## src/rtl/traffic_pkg.sv

```systemverilog
// traffic_pkg: shared definitions for the intersection scheduler.
//   state_e     - 3-bit controller state; its numeric value is the Phase debug code.
//   Lamp*       - lamp triplets ordered {R,Y,G}.
//   Dir*        - value of the next-direction flop.
//   lamp_ns/ew  - Moore lamp decode per state.
//   phase_code  - Phase output encoding.
package traffic_pkg;

    typedef enum logic [2:0] {
        StInit = 3'd0,
        StNsG  = 3'd1,
        StNsY  = 3'd2,
        StRedA = 3'd3,
        StEwG  = 3'd4,
        StEwY  = 3'd5,
        StRedB = 3'd6,
        StWalk = 3'd7
    } state_e;

    localparam logic [2:0] LampRed = 3'b100;
    localparam logic [2:0] LampYel = 3'b010;
    localparam logic [2:0] LampGrn = 3'b001;

    // Direction served after a pedestrian phase.
    localparam logic DirEw = 1'b0;
    localparam logic DirNs = 1'b1;

    function automatic logic [2:0] lamp_ns(state_e s);
        case (s)
            StNsG:   return LampGrn;
            StNsY:   return LampYel;
            default: return LampRed;
        endcase
    endfunction

    function automatic logic [2:0] lamp_ew(state_e s);
        case (s)
            StEwG:   return LampGrn;
            StEwY:   return LampYel;
            default: return LampRed;
        endcase
    endfunction

    function automatic logic [2:0] phase_code(state_e s);
        return s;
    endfunction

endpackage

```

## src/rtl/walk_req.sv

```systemverilog
// walk_req: pedestrian request front end.
//   Two-flop synchroniser for the asynchronous button, rising-edge detect and a
//   pending latch. A held button counts once; edges while blocked are dropped;
//   clear wins over a coincident edge so that edge is absorbed.
// Ports:
//   i_clk      clock
//   i_rst_n    asynchronous active-low reset
//   i_walk     raw asynchronous button
//   i_clr      clear pending (controller is entering the walk phase)
//   i_block    ignore new edges (controller is in the walk phase)
//   o_pending  request latched, not yet served
module walk_req (
    input  logic i_clk,
    input  logic i_rst_n,
    input  logic i_walk,
    input  logic i_clr,
    input  logic i_block,
    output logic o_pending
);

    logic r_meta;
    logic r_sync;
    logic r_sync_prev;
    logic r_pending;
    logic w_rise;
    logic w_pending_nxt;

    assign w_rise = r_sync & ~r_sync_prev;

    always_comb begin
        w_pending_nxt = r_pending;
        if (i_clr) begin
            w_pending_nxt = 1'b0;
        end else if (w_rise && !i_block) begin
            w_pending_nxt = 1'b1;
        end
    end

    always_ff @(posedge i_clk or negedge i_rst_n) begin
        if (!i_rst_n) begin
            r_meta      <= 1'b0;
            r_sync      <= 1'b0;
            r_sync_prev <= 1'b0;
            r_pending   <= 1'b0;
        end else begin
            r_meta      <= i_walk;
            r_sync      <= r_meta;
            r_sync_prev <= r_sync;
            r_pending   <= w_pending_nxt;
        end
    end

    assign o_pending = r_pending;

endmodule

```

## src/rtl/intersection_sched.sv

```systemverilog
// intersection_sched: two-way traffic-light scheduler with a pedestrian phase.
//   Cycle NS_G -> NS_Y -> RED_A -> EW_G -> EW_Y -> RED_B -> NS_G, with a WALK
//   phase inserted after either all-red when a request is pending. Every state
//   lasts a fixed number of Tick pulses; without Tick nothing moves.
// Ports:
//   Clk           clock, rising edge
//   Reset_n       asynchronous active-low reset (assert async, release sync)
//   Tick          one-Clk timebase enable
//   Walk          asynchronous pedestrian button, active-high
//   LED_NS/LED_EW lamps {R,Y,G}
//   Walk_LED      pedestrian walk lamp
//   Walk_Pending  request latched, not yet served
//   Phase         current state code
module intersection_sched
    import traffic_pkg::*;
#(
    parameter int unsigned GREEN_TICKS  = 8,
    parameter int unsigned YELLOW_TICKS = 3,
    parameter int unsigned ALLRED_TICKS = 1,
    parameter int unsigned WALK_TICKS   = 6
) (
    input  logic       Clk,
    input  logic       Reset_n,
    input  logic       Tick,
    input  logic       Walk,
    output logic [2:0] LED_NS,
    output logic [2:0] LED_EW,
    output logic       Walk_LED,
    output logic       Walk_Pending,
    output logic [2:0] Phase
);

    if (GREEN_TICKS < 1 || GREEN_TICKS > 255 || YELLOW_TICKS < 1 || YELLOW_TICKS > 255 ||
        ALLRED_TICKS < 1 || ALLRED_TICKS > 255 || WALK_TICKS < 1 || WALK_TICKS > 255)
    begin : g_bad_param
        $error("intersection_sched: every *_TICKS parameter must be in 1..255");
    end

    function automatic logic [7:0] duration(state_e s);
        case (s)
            StNsG, StEwG:   duration = 8'(GREEN_TICKS);
            StNsY, StEwY:   duration = 8'(YELLOW_TICKS);
            StRedA, StRedB: duration = 8'(ALLRED_TICKS);
            StWalk:         duration = 8'(WALK_TICKS);
            default:        duration = 8'd1;
        endcase
    endfunction

    // Reset asserts immediately and releases two clocks after Reset_n rises.
    logic [1:0] r_rst_sync;
    logic       w_rst_n;

    always_ff @(posedge Clk or negedge Reset_n) begin
        if (!Reset_n) begin
            r_rst_sync <= 2'b00;
        end else begin
            r_rst_sync <= {r_rst_sync[0], 1'b1};
        end
    end

    assign w_rst_n = r_rst_sync[1];

    state_e     r_state;
    state_e     w_state_nxt;
    logic [7:0] r_timer;
    logic [7:0] w_timer_nxt;
    logic       r_dir;
    logic       w_dir_nxt;
    logic [2:0] r_led_ns;
    logic [2:0] r_led_ew;
    logic       r_walk_led;
    logic       w_pending;
    logic       w_enter_walk;
    logic       w_in_walk;

    always_comb begin
        w_state_nxt = r_state;
        w_timer_nxt = r_timer;
        if (Tick) begin
            if (r_timer == 8'd1) begin
                case (r_state)
                    StInit:  w_state_nxt = StNsG;
                    StNsG:   w_state_nxt = StNsY;
                    StNsY:   w_state_nxt = StRedA;
                    StRedA:  w_state_nxt = w_pending ? StWalk : StEwG;
                    StEwG:   w_state_nxt = StEwY;
                    StEwY:   w_state_nxt = StRedB;
                    StRedB:  w_state_nxt = w_pending ? StWalk : StNsG;
                    StWalk:  w_state_nxt = (r_dir == DirNs) ? StNsG : StEwG;
                    default: w_state_nxt = StInit;
                endcase
                w_timer_nxt = duration(w_state_nxt);
            end else begin
                w_timer_nxt = r_timer - 8'd1;
            end
        end
    end

    assign w_in_walk    = (r_state == StWalk);
    assign w_enter_walk = (w_state_nxt == StWalk) && !w_in_walk;

    // Remember which all-red led into WALK so the opposite road is served next.
    always_comb begin
        w_dir_nxt = r_dir;
        if (w_enter_walk) begin
            w_dir_nxt = (r_state == StRedB) ? DirNs : DirEw;
        end
    end

    // Lamps are registered from the next state so they change with the state.
    always_ff @(posedge Clk or negedge w_rst_n) begin
        if (!w_rst_n) begin
            r_state    <= StInit;
            r_timer    <= 8'd1;
            r_dir      <= DirEw;
            r_led_ns   <= LampRed;
            r_led_ew   <= LampRed;
            r_walk_led <= 1'b0;
        end else begin
            r_state    <= w_state_nxt;
            r_timer    <= w_timer_nxt;
            r_dir      <= w_dir_nxt;
            r_led_ns   <= lamp_ns(w_state_nxt);
            r_led_ew   <= lamp_ew(w_state_nxt);
            r_walk_led <= (w_state_nxt == StWalk);
        end
    end

    walk_req u_walk_req (
        .i_clk     (Clk),
        .i_rst_n   (w_rst_n),
        .i_walk    (Walk),
        .i_clr     (w_enter_walk),
        .i_block   (w_in_walk),
        .o_pending (w_pending)
    );

    assign LED_NS       = r_led_ns;
    assign LED_EW       = r_led_ew;
    assign Walk_LED     = r_walk_led;
    assign Walk_Pending = w_pending;
    assign Phase        = phase_code(r_state);

endmodule

```

## config.mk

```make
export PLATFORM = sky130hd
export DESIGN_NAME = intersection_sched
export DESIGN_NICKNAME = d
export VERILOG_FILES = /design/src/rtl/traffic_pkg.sv /design/src/rtl/walk_req.sv /design/src/rtl/intersection_sched.sv
export SDC_FILE = /design/constraint.sdc
export NUM_CORES = 1
export LEC_CHECK = 0
export ABC_CLOCK_PERIOD_IN_PS = 1100
export BUFFER_PORTS_ARGS = -buffer_cell sky130_fd_sc_hd__buf_2
export CAP_MARGIN = 20
export CORE_MARGIN = 8
export CORE_UTILIZATION = 57
export DETAILED_ROUTE_END_ITERATION = 8
export PLACE_DENSITY = 0.82
export SLEW_MARGIN = 20
export SYNTH_ARGS = -nofsm -noshare
export SYNTH_HDL_FRONTEND = slang
export SYNTH_SLANG_ARGS = --single-unit
```

## constraint.sdc

```tcl
create_clock -name Clk -period 1.1 [get_ports Clk]
set_clock_uncertainty 0.15 [all_clocks]
set_input_delay 0.11 -clock Clk [delete_from_list [all_inputs] [get_ports Clk]]
set_output_delay 0.11 -clock Clk [all_outputs]
set_load 0.01 [all_outputs]
```

==> impl_summary.md, run 1 <==
Synth
The synthesized net count is 143. The sequential area share after synthesis is 46.4%. A synthesized cell averages 9.90 sq um.

The number of storage elements in the synthesis netlist is 25. Counting flops with a built-in enable in the synthesized netlist gives 0. The most used flip-flop cell after synthesis is dfrtp_1. The post-synthesis cell count is 137.

The post-synthesis async set-or-reset flop share is 100%. In this run the cell area of the synthesized design comes to 1360 sq um. Counting distinct cell types in the post-synthesis netlist gives 46.

The number of synthesis warnings is 0.

Global route
The number of antenna violations at the first check in global routing is 1. Entering global routing, the biggest net connects 24 pins.

Status
The tool reported: "[ERROR DPL-0033] detailed placement checks failed during check placement". Progress stopped at global routing (5_1_grt). The run stopped with a tool error.

Floorplan
The I/O pin total is 15. The initial utilization of the core area, before any placement, comes to 60.7%. The die span in x is 64.8 microns. After floorplanning, the core was divided into 17 placement rows. The floorplan step set the die height to 64.8 microns.

Placement
The number of port buffers is 14. The last weighted congestion value of the routability-driven placer is 0.890. The HPWL after detailed placement is 2.65 mm.

CTS
In this run the deepest clock path goes through 2 buffers. Counting every sink on the clock net gives 25. Buffers inserted during clock tree synthesis total 3. The deepest level of the CTS H-tree is 1.

The tree is rooted in a clkbuf_4.

STA
After the last repair the worst path ends at a register input. When the last timing repair stopped, the worst path ended at LED_EW[0]$_DFF_PN0_/D.
what timing repair did:
item,CTS
pin swaps,7
gates resized for setup,29
endpoints found under the hold margin,3
buffers inserted,7
hold buffers,3
endpoints found under the setup margin,29
cloned,1
logic make-up after synthesis:
kind of cell,Yosys count,synth area share (%)
adder cells (fa/ha/maj),2,1.84
other,1,0.276
flip-flops,25,46.4
multiplexers,4,3.14
XOR/XNOR,1,0.646
AO/OA/AOI/OAI,31,16.1
AND/OR/NAND/NOR,57,26.3
buffers and inverters,16,5.35
through the flow:
| step | TNS, ps | hold WS (ps) | setup slack, ps | std cells | area [sq um] |
|---|---|---|---|---|---|
| floorplan | -10050 | -336 | -645 | 137 | 1390 |
| CTS | -13780 | 92.0 | -714 | 227 | 2020 |
| global placement | -11480 | -256 | -653 | 212 | 1770 |
| detailed placement | -12840 | -251 | -788 | 212 | 1770 |
synthesized netlist by cell type (2+ instances only):
cell       n  share of area (%)
dfrtp_1   22                 41
nand2_1    9                2.5
clkbuf_1   8                2.2
nor2b_1    3                1.4
nand3_1   11                4.1
dfstp_2    3                5.8
nor3_1     6                2.2
a31oi_1    4                1.8
o21ai_0    7                2.6
mux2i_1    2                1.5
o311ai_0   2                1.3
inv_1      5                1.4
nand2b_1   4                1.8
nor4_1     2               0.92
mux2_2     2                1.7
a21oi_1    4                1.5
nor2_1     7                1.9
o21a_1     2                1.1
a211oi_1   2                1.1
ha_1       2                1.8
a21o_1     3                1.7
nor3b_1    3                1.7
==> run 2: changes to the inputs <==
--- a/config.mk
+++ b/config.mk
@@ -8,10 +8,10 @@
 export ABC_CLOCK_PERIOD_IN_PS = 1100
 export BUFFER_PORTS_ARGS = -buffer_cell sky130_fd_sc_hd__buf_2
 export CAP_MARGIN = 20
-export CORE_MARGIN = 8
-export CORE_UTILIZATION = 57
+export CORE_AREA = 8 8 69 71
 export DETAILED_ROUTE_END_ITERATION = 8
-export PLACE_DENSITY = 0.82
+export DIE_AREA = 0 0 77 79
+export PLACE_DENSITY_LB_ADDON = 0.15
 export SLEW_MARGIN = 20
 export SYNTH_ARGS = -nofsm -noshare
 export SYNTH_HDL_FRONTEND = slang
==> run 2 against run 1 <==
Compared with the run above:
- the flow now finishes, with violations (negative setup slack)
- synthesized cell count unchanged
- synthesized area stayed put
==> impl_summary.md, run 2 <==
Layout
From synthesis to final layout, the design area changed by 57.6%. The flip-flop count of the largest register after layout is 8. The final layout contains 206 nets.

The top cell types in the final layout, fill and taps aside, are 40 x buf_4, 18 x dfrtp_1, 15 x buf_6, 9 x nand3_1, 8 x buf_2. The total inserted antenna cells is 0. The post-route netlist has 53.3% of its cells at a drive strength greater than 1. Excluding fillers, the count of instances in the completed layout stands at 249. The leading cell type in the layout, fill and taps excluded is buf_4. The register with the most flip-flops is r_timer.

Power and ir drop
The analysis attributes to net switching a power of 2.00 mW. The sequential share of power is 30.6%. The portion of total power attributed to the clock network is 10.9%. The power per cell area is 2430 nW/um^2.

Of the total power, the share spent switching nets is 38.6%. Combinational logic burns 58.5% of the power. In this run the static leakage power is 0.992 nW. The internal power of the cells totals 3.19 mW.

The worst-case IR drop observed on VDD is 0.00118 V.

Floorplan
The floorplan step set the die height to 79 microns. The area of the die is 6080 sq um. The starting density of the core is 35.7%. The site row count is 23. For this design the top-level I/O count stands at 15. The core outline area is 3800 sq um.

The die span in x is 77 microns.

Run
The max-cap check violation count is 0.

STA
In the final timing run, aggregate negative setup slack is -12400 ps. The count of final hold-check violations is 0. Timing would allow up to 556 MHz. The number of slew-limit violations in the final report is 0. The worst setup margin is -698 ps.

Setup repair after global routing could not meet its margin everywhere. The smallest hold slack is 61.5 ps. The final setup violation count is 26.

The final critical path takes up 163% of the cycle. After layout, the minimum clock period comes to 1800 ps.

Setup path
STA classifies the critical path startpoint as a flip-flop. The type of destination of the critical path is a flip-flop. For the worst setup path, the data required time is 1110 ps. The critical path class is flip-flop to flip-flop. Data on the critical path arrives at its endpoint at 1810 ps.

The maximum fanout encountered on the critical timing path is 5.

Drt
The remaining routing DRC violations is 0. The detailed router placed 1266 vias in this run. The first routing iteration left 65 violations.

The mean number of vias per cell is 5.08. The pre-antenna-repair detailed-routing pass consisted of 4 iterations. The number of nets with antenna violations after detailed routing is 0. The wire length per cell is 15.3 microns. Wires add up to 3.80 mm.

Placement
The number of port buffers is 14. The wire-length estimate of the detail-placed layout is 2.40 mm. Routability-driven placement finished with a final weighted congestion of 0.792. Once placement completed, the tool counted placed cells totaling 233.

CTS
The number of sinks on the clock net is 25. The number of clock buffers added by TritonCTS is 3. The clock tree buffer depth is 2.

The worst-skew pair later-pin latency is 270 ps. In this run the number of H-tree levels came out at 1. The cell at the root of the clock tree is clkbuf_8.

The clock-pin slew reported for the worst setup and hold paths after clock tree synthesis is 90 ps. The TritonCTS clock tree is yes.

Synth
The average footprint of a synthesized cell is 9.90 sq um. Counting distinct cell types in the post-synthesis netlist gives 46. Summed over its instances, the top area cell type makes up 40.6% of the synthesized netlist area. The largest area contributor in the synthesized netlist is dfrtp_1. For this run, the leading register cell type out of synthesis is dfrtp_1. The sequential area share after synthesis is 46.4%. By area the synthesized netlist is led by dfrtp_1 41%, dfstp_2 5.8%, nand3_1 4.1%. Yosys instantiated no cell more often than dfrtp_1.

When the netlist entered floorplanning its net count stood at 143. In the synthesized netlist, the number of instances is 137. The Yosys step of the flow raised 0 warnings. After synthesis the cells add up to 1360 sq um.

The number of storage elements in the synthesis netlist is 25. The number of enable flip-flop cells after synthesis is 0. After synthesis, the share of flip-flops with an asynchronous set or reset is 100%. By count the netlist is led by 22 x dfrtp_1, 11 x nand3_1, 9 x nand2_1, 8 x clkbuf_1.

Global route
The via count of the first global-routing pass is 1300. The number of antenna violations at the first check in global routing is 0. The remaining global-route overflow is 0.

The pin count of the biggest net entering global routing is 24. The first global-routing pass estimated 6.25 mm of wire. Global routing consumed, over all layers together, 12.6% of the routing resources.

Status
The run finished, with violations left. The checks that failed: negative setup slack.

Hold path
The path class of the tightest hold or removal check is flip-flop to asynchronous set/reset pin.
-- run 2: cell counts after synthesis --
No cell type changed its count.
-- run 2: power groups by stage --
| stage | clock network [mW] | logic [mW] | registers [mW] |
|---|---|---|---|
| 6_report | 0.568 | 3.04 | 1.59 |
| 5_1_grt | 0.637 | 3.31 | 1.63 |
| 4_1_cts | 0.587 | 2.79 | 1.60 |
| 3_5_place_dp | 0 | 2.42 | 1.57 |
| 3_3_place_gp | 0 | 2.39 | 1.57 |
| 2_1_floorplan | 0 | 1.19 | 1.60 |
-- run 2: cell families (layout without fill, tap and decap cells) --
| logic type | after synthesis | count (layout) | synth area share [%] |
|---|---|---|---|
| DFF | 25 | 25 | 46.4 |
| muxes | 4 | 4 | 3.14 |
| other | 1 | 1 | 0.276 |
| AOI/OAI and AO/OA | 31 | 31 | 16.1 |
| adders and majority gates | 2 | 2 | 1.84 |
| xor gates and xnor gates | 1 | 1 | 0.646 |
| and+or+nand+nor | 57 | 58 | 26.3 |
| buffers and inverters | 16 | 77 | 5.35 |
-- run 2: final timing paths --
path / startpoint / endpoint / slack [ps] / cells past startpoint
setup / recovery: r_timer[0] / LED_EW[0] / -700 / 6
hold / removal: r_rst_sync[1] / r_timer[2] / 60 / 1
setup reg to reg: r_timer[0] / LED_EW[0] / -700 / 6
hold reg to reg: r_rst_sync[1] / r_timer[2] / 60 / 1
max in group asynchronous: Reset_n / r_rst_sync[1] / 150 / 3
min in group Clk: Tick / LED_NS[2] / 150 / 4
-- run 2: per-stage QoR --
step / worst slack, ps / instance area [sq um] / power, mW / util [%]
2_1_floorplan: -645 / 1390 / 2.79 / -
3_3_place_gp: -678 / 1800 / 3.96 / 47.3
3_5_place_dp: -704 / 1800 / 4.00 / 47.3
4_1_cts: -667 / 2040 / 4.98 / 53.6
5_1_grt: -774 / 2140 / 5.58 / 56.3
6_report: -698 / 2140 / 5.20 / 56.3
-- run 2: worst max-delay path: stages (launching register included) --
cell,delay [ps]
dfstp_2,560
ha_4,120
nor2b_4,210
nand4b_4,180
buf_6,160
mux2i_1,110
or2_1,200
-- run 2: layout make-up --
type	count	area, sq um
inverters	5	18.8
multi-input cells	97	812
well taps	50	62.6
flip-flops and latches	25	634
clock buffers	4	45.0
fillers	359	1660
repair buffers	68	564
-- run 2: per-layer routing --
metal | up-vias | global-route usage (%) | share of wire, %
li1 | 621 | - | -
met1 | 624 | 15.1 | 44
met2 | 16 | 21.0 | 51
met3 | 5 | 4.18 | 4.0
met4 | 0 | 4.15 | 0.95
met5 | - | 0 | 0
-- run 2: timing repair --
| action | 4_1_cts | 5_1_grt |
|---|---|---|
| hold buffers | 3 | 0 |
| setup endpoints to repair | 26 | 26 |
| pin swaps | 7 | 5 |
| endpoints found under the hold margin | 3 | 0 |
| resized for setup | 28 | 18 |
| buffers inserted | 4 | 6 |
| gates cloned | 2 | 0 |
Note: power is estimated with default switching activity, not from simulation.
==> run 3: changes to the inputs <==
--- a/config.mk
+++ b/config.mk
@@ -15,4 +15,5 @@
 export SLEW_MARGIN = 20
 export SYNTH_ARGS = -nofsm -noshare
 export SYNTH_HDL_FRONTEND = slang
+export SYNTH_HIERARCHICAL = 1
 export SYNTH_SLANG_ARGS = --single-unit
==> run 3 against run 2 <==
Compared with the run above:
- the run still ends with negative setup slack left
- global-route usage down 1.2 points
- clock-buffer cell count shrank 1
- wire length decreased by 11%
- via count shrank 3.4%
- sequential share of layout area grew 2.0 points
- hold slack got worse by 17 ps
- register-to-register slack worse by 20 ps
- design area down 6.6%
- non-clock buffer count is 1 higher
- synthesized cell count down 5.1%
- clock power down 2%
- worst setup slack got worse by 18 ps
- critical endpoint is now r_timer[7]
==> impl_summary.md, run 3 <==
Layout
The register with the most flip-flops in the layout has 8 of them. The layout has 354 filler cells. The post-route netlist has 49.2% of its cells at a drive strength greater than 1. The filler-free cell count of the finished design is 245. The register with the most flip-flops is r_timer. The leading cell type in the layout, fill and taps excluded is buf_4. Compared with the post-synthesis result, the final layout area differs by 50.4%. The repair_antennas step left the layout with diodes totalling 0. At the end of the flow, the number of nets in the layout was 202. The top cell types in the final layout, fill and taps aside, are 44 x buf_4, 20 x dfrtp_1, 12 x buf_6, 9 x buf_2, 8 x nand2_1.

CTS
The later pin in the worst-skew pair is clocked with a latency of 270 ps. After clock tree synthesis, the clock-pin slew on the worst setup and hold paths is 90 ps. The number of sinks on the clock net is 25. The clock tree buffer depth is 2. The deepest level of the CTS H-tree is 1.

The tree is rooted in a clkbuf_8. Buffers inserted during clock tree synthesis total 3. TritonCTS built the clock tree.

Synth
The post-synthesis adder-cell area fraction is 1.89%. The leading cell type by number of instances after synthesis is dfrtp_1. The portion of synthesized area spent on multiplexers is 2.45%. In the synthesized netlist, the number of instances is 130. Of all cell types, the one taking the most synthesized area is dfrtp_1. The most used flip-flop cell after synthesis is dfrtp_1. The dominant combinational cell family by area after synthesis is simple AND/OR/NAND/NOR gates. The netlist area before placement is 1330 sq um. The synthesized net count is 136. Sorting the synthesized cells by area gives the leading types as dfrtp_1 41%, dfstp_2 5.9%, nand3_1 3.0%. During synthesis, Yosys emitted a total of 6 warnings. Of the total synthesized cell area, the portion taken by XOR and XNOR cells is 0.660%. The simple-gate share of the synthesized area is 26.2%. In the synthesized netlist the async set-or-reset flop fraction comes to 100%.

The fraction of the mapped netlist area in compound gates is 16.0%. The sequential area share after synthesis is 47.4%. Counting flops and latches in the post-synthesis netlist gives 25. The average footprint of a synthesized cell is 10.2 sq um. Counting distinct cell types in the post-synthesis netlist gives 52. In the synthesized netlist, the cells that appear most often are 22 x dfrtp_1, 9 x nand2_1, 8 x nand3_1, 7 x nor2_1. The number of enable flip-flop cells after synthesis is 0. The synthesized design devotes to its leading area cell type 41.5% of total area.

Setup path
The critical path data arrival time is 1830 ps. The worst setup path is launched from a flip-flop. The worst setup path is of the flip-flop to flip-flop kind. The required time at the endpoint of the critical path is 1110 ps. The worst setup slack for register-to-register paths is -720 ps. The maximum fanout encountered on the critical timing path is 6. The worst setup path is captured at a flip-flop.

STA
Based on the critical path, the design can be clocked at up to 551 MHz. The count of final hold-check violations is 0. The number of slew-limit violations in the final report is 0.

Setup violations remaining at the end of the flow were counted as 26. The routed design could run at a clock period as short as 1820 ps. Setup repair after global routing could not meet its margin everywhere. Setup slack on the critical path of the routed design comes to -716 ps. Dividing the final minimum period by the clock period gives 165%.

Global route
The number of antenna violations at the first check in global routing is 0. The total routing resource utilization after global routing is 11.4%. Entering global routing, the biggest net connects 15 pins. The total overflow left after global routing is 0.

The wire length of the first global-routing pass is 5.73 mm. The via count of the first global-routing pass is 1289.

Placement
The last weighted congestion value of the routability-driven placer is 0.829. The total instance count after detailed placement is 232. Input and output buffers added on the ports amount to 14. Detailed placement ended at an HPWL of 2.54 mm.

Power and ir drop
The power per cell area is 2140 nW/um^2. The total power is 4.26 mW. The worst-case IR drop observed on VDD is 0.000868 V. The switching power as a share of total power is 35.5%. The internal power of the cells totals 2.75 mW.

The relative contribution of combinational cells to total power is 53.8%. The analysis attributes to net switching a power of 1.51 mW. The share of total power dissipated in sequential elements is 33.2%. Summed over all cells, the static leakage comes to 0.923 nW. The portion of total power attributed to the clock network is 13.0%.

Status
The run finished, with violations left. The checks that failed: negative setup slack.

Floorplan
The core outline area is 3800 sq um. From left edge to right edge, the die measures 77 microns. The area of the die is 6080 sq um. The I/O pin total is 15.

The site row count is 23. The starting density of the core is 34.9%. The die is 79 microns tall.

Run
The max-cap check violation count is 0.

Drt
The first TritonRoute pass finished after 4 iterations. The wire length per cell is 13.9 microns. The detailed router finished its first iteration with 79 violations. Wires add up to 3.39 mm. The detail route stage leaves a number of antenna-violating nets equal to 0.

After detailed routing, the number of remaining DRC violations is 0. Using the TritonRoute via totals, the vias-per-cell ratio works out to 4.99. Across all layers, the routed design uses 1223 vias.

Hold path
The tightest min-delay check is of the flip-flop to asynchronous set/reset pin type.
==> run 3: cell types whose count changed after synthesis, sizes merged, moves of 3 or more <==
cell	before	now
nand3	11	8
nor3b	4	1
nor4	4	1
nor4b	0	3
o21ai	7	4
==> run 3: timing repair <==
action	4_1_cts	5_1_grt
setup endpoints to repair	26	26
endpoints found under the hold margin	3	0
gates resized for setup	19	7
setup buffers	6	2
hold buffers	3	0
pin swaps	8	5
==> run 3: final timing paths <==
check,start,to,cells past startpoint
worst max-delay path,r_timer[0],r_timer[7],7
worst min-delay path,r_rst_sync[1],LED_EW[0],1
worst max register to register,r_timer[0],r_timer[7],7
worst min register to register,r_rst_sync[1],LED_EW[0],1
max in group asynchronous,Reset_n,r_rst_sync[0],3
min in group Clk,Tick,r_timer[0],3
==> run 3: critical path, cell delays in order (launching register included) <==
cell and delay, ps:
dfstp_2 570, ha_4 130, nor4b_4 180, buf_4 180, buf_4 110, buf_6 90, a21oi_1 60, mux2_2 250
==> run 3: kinds of logic (layout without fill, tap and decap cells) <==
group                      Yosys count  after routing
AOI/OAI and AO/OA                   30             30
DFF                                 25             25
and+or+nand+nor                     55             55
xor gates and xnor gates             1              1
adders and majority gates            2              2
buffers and inverters               13             78
muxes                                3              3
other                                1              1
==> run 3: power by group through the flow <==
stage / Clock [mW] / Sequential, mW / Combinational [mW]
floorplan: 0 / 1.47 / 0.898
global placement: 0 / 1.43 / 1.91
detailed placement: 0 / 1.44 / 1.94
CTS: 0.572 / 1.42 / 2.24
global route: 0.609 / 1.45 / 2.50
finish: 0.554 / 1.42 / 2.29
==> run 3: per-layer routing <==
layer	global-route usage [%]	wire, microns	vias up
li1	-	-	610
met1	13.8	1590	591
met2	19.8	1650	17
met3	2.26	108	5
met4	3.96	45	0
met5	0	0	-
==> run 3: final cells by class <==
class	instances	area [sq um]	share of cell area, %
Tap cell	50	62.6	3.13
Clock inverter	1	5.00	0.251
Clock buffer	3	41.3	2.07
Sequential cell	25	632	31.6
Multi-Input combinational cell	92	693	34.7
Inverter	5	18.8	0.940
Timing Repair Buffer	69	544	27.3
==> run 3: per-stage QoR <==
stage	instance area, sq um	worst slack, ps	utilization (%)	hold WS (ps)	setup TNS, ps
after detailed placement	1780	-768	46.7	-254	-12030
final	2000	-716	52.6	44.1	-13710
after global routing	2000	-788	52.6	63.2	-15180
after global placement	1780	-688	46.7	-255	-11650
after floorplan	1350	-786	-	-336	-12540
after CTS	1970	-707	51.8	54.6	-13220
==> run 4: changes to the inputs <==
--- a/config.mk
+++ b/config.mk
@@ -8,6 +8,8 @@
 export ABC_CLOCK_PERIOD_IN_PS = 1100
 export BUFFER_PORTS_ARGS = -buffer_cell sky130_fd_sc_hd__buf_2
 export CAP_MARGIN = 20
+export CELL_PAD_IN_SITES_DETAIL_PLACEMENT = 1
+export CELL_PAD_IN_SITES_GLOBAL_PLACEMENT = 1
 export CORE_AREA = 8 8 69 71
 export DETAILED_ROUTE_END_ITERATION = 8
 export DIE_AREA = 0 0 77 79
==> run 4 against run 3 <==
Compared with the run above:
- the run still ends with negative setup slack left
- critical endpoint is now LED_NS[1]
- clock-buffer cell count up 1
- sequential share of layout area down 0.75 points
- critical path depth up 1
- hold slack better by 7.4 ps
- critical path type unchanged
==> impl_summary.md, run 4 (synthesized netlist as in run 3, its figures left out) <==
Run
The max-cap check violation count is 0.

Floorplan
The site row count is 23. The die is 77 microns wide. The core region is 3800 sq um. The initial utilization of the core area, before any placement, comes to 34.9%. The die covers 6080 sq um.

During I/O placement, the number of pins put on the boundary was 15. The die is 79 microns tall.

Setup path
In this design, the stage delay of the slowest critical-path cell is 380 ps. The worst setup path is of the flip-flop to flip-flop kind. Walking the worst path, the cells encountered are inv_2 > ha_4 > nor4b_4 > buf_6 > and2_4 > buf_4 > or3_4 > a21oi_2.

The maximum fanout encountered on the critical timing path is 6. The required time at the endpoint of the critical path is 1150 ps. The worst setup path is captured at a flip-flop. The worst register-to-register path begins at r_timer[1]. In this run the worst setup path begins at r_timer[1]. The largest individual stage delay along the critical path comes from the cell dfrtp_1. The critical path data arrival time is 1870 ps. The worst setup path is launched from a flip-flop.

CTS
Counting the buffers created by CTS gives 3. CTS saw 25 sinks. Clock-pin slew was measured on the worst setup and hold paths at 90 ps. The worst-skew pair later-pin latency is 270 ps. The tree is rooted in a clkbuf_8. TritonCTS built the clock tree. The deepest level of the CTS H-tree is 1. The clock passes through at most 2 buffers.

Placement
The HPWL after detailed placement is 3.00 mm. In this run, placement finished with an instance count of 228. The pre-CTS setup slack is -850 ps. The last weighted congestion value of the routability-driven placer is 0.817. The number of port buffers is 14. Once placement finished, the instance area stood at 1750 sq um.

STA
The number of slew-limit violations in the final report is 0. Setup violations remaining at the end of the flow were counted as 26. The final critical path takes up 165% of the cycle. After layout, the minimum clock period comes to 1820 ps.

The count of final hold-check violations was 0. The worst setup margin is -716 ps. The smallest hold slack is 51.5 ps. Setup repair after global routing could not meet its margin everywhere. The fmax is 551 MHz.

Drt
The number of DRC violations after detailed-routing iteration 0 is 54. The mean number of vias per cell is 5.17. For this run, design rule violations remaining after detail routing come to 0. The detailed-router iteration count before antenna repair is 4. Detailed routing inserted a total of 1256 vias. The number of nets with antenna violations after detailed routing is 0. The total length of routed wires is 3.95 mm. The wire length per cell is 16.3 microns.

Layout
The library cell used most frequently in the layout, excluding fill and tap cells, is buf_4. Of the cells placed in the final design, the portion with a size suffix greater than 1 is 51.8%. The filler cells instantiated in the layout total 445. In the layout the commonest cells are 40 x buf_4, 19 x dfrtp_1, 13 x buf_6, 9 x buf_2, 8 x nand2_1. The flip-flop count of the largest register after layout is 8. The filler-free cell count of the finished design is 243. The final standard cell utilization of the core is 54.0%. The register with the most flip-flops is r_timer. The repair_antennas step left the layout with diodes totalling 0.

After routing the design area is 2050 sq um. For this run, the post-layout net count is 200. The area growth from synthesis to layout is 54.4%.

Hold path
The worst min-delay path class is flip-flop to asynchronous set/reset pin.

Global route
The via count of the first global-routing pass was 1417. The pin count of the biggest net entering global routing is 15. The wire length of the first global-routing pass is 6.73 mm. The total routing resource utilization after global routing is 13.4%. The remaining global-route overflow is 0. The number of antenna violations at the first check in global routing is 0.

Status
The flow ran to the end, but the final reports show violations. The final reports fail on negative setup slack.

Power and ir drop
The leakage dissipation is 0.920 nW. The power per cell area is 2080 nW/um^2. Across the VDD grid, the largest voltage drop is 0.00104 V.
## run 4: cell types whose count changed in the layout (fill, tap and decap cells not counted), moves of 2 or more
cell,previous run,this run
a21oi_1,5,3
a21oi_2,1,3
buf_4,44,40
nor2_1,5,7
nor2_2,3,1
nor3_1,5,3
nor3_2,1,3
## run 4: what timing repair did
item,4_1_cts,5_1_grt
setup endpoints to repair,26,26
hold buffers,3,0
resized for setup,21,15
gates cloned,0,0
pin swaps,8,3
buffers inserted,4,4
endpoints found under the hold margin,3,0
## run 4: worst max-delay path, delay by kind of cell, from the launching register on
kind | cells | cell delay (ps)
flip-flops | 1 | 380
AO/OA/AOI/OAI | 1 | 130
buffers and inverters | 3 | 330
AND/OR/NAND/NOR | 3 | 600
adder cells (fa/ha/maj) | 1 | 150
## run 4: cell type report
type,count,area [sq um],share of cell area [%]
Clock buffer,4,45.0,2.20
Inverter,5,18.8,0.916
Multi-Input combinational cell,92,744,36.3
Sequential cell,25,633,30.9
Tap cell,50,62.6,3.05
Timing Repair Buffer,67,546,26.6
## run 4: final timing paths
kind                                      end  depth (start not counted)  slack [ps]
worst max-delay path                LED_NS[1]                          8        -720
worst min-delay path               r_timer[2]                          1          50
worst max register to register      LED_NS[1]                          8        -720
worst min register to register     r_timer[2]                          1          50
max in group asynchronous       r_rst_sync[0]                          3         160
min in group Clk                   r_timer[0]                          4         180
## run 4: per-layer routing
metal	share of wire, %	GRT usage [%]	wire length, microns
met1	41	14.1	1630
met2	56	26.3	2200
met3	1.5	1.81	60
met4	1.6	5.28	63
met5	0	0	0
## run 4: where the power goes
group	total [mW]	switching (mW)	internal [mW]	leakage [nW]
Clock	0.553	0.294	0.259	0.0228
Combinational	2.28	1.04	1.24	0.595
Sequential	1.44	0.254	1.19	0.302
Total	4.27	1.59	2.68	0.920
## run 4: through the flow
| stage | power, mW | setup TNS (ps) |
|---|---|---|
| 2_1_floorplan | 2.37 | -12540 |
| 3_3_place_gp | 3.23 | -12840 |
| 3_5_place_dp | 3.33 | -14500 |
| 4_1_cts | 4.15 | -13600 |
| 5_1_grt | 4.56 | -14940 |
| 6_report | 4.27 | -13500 |
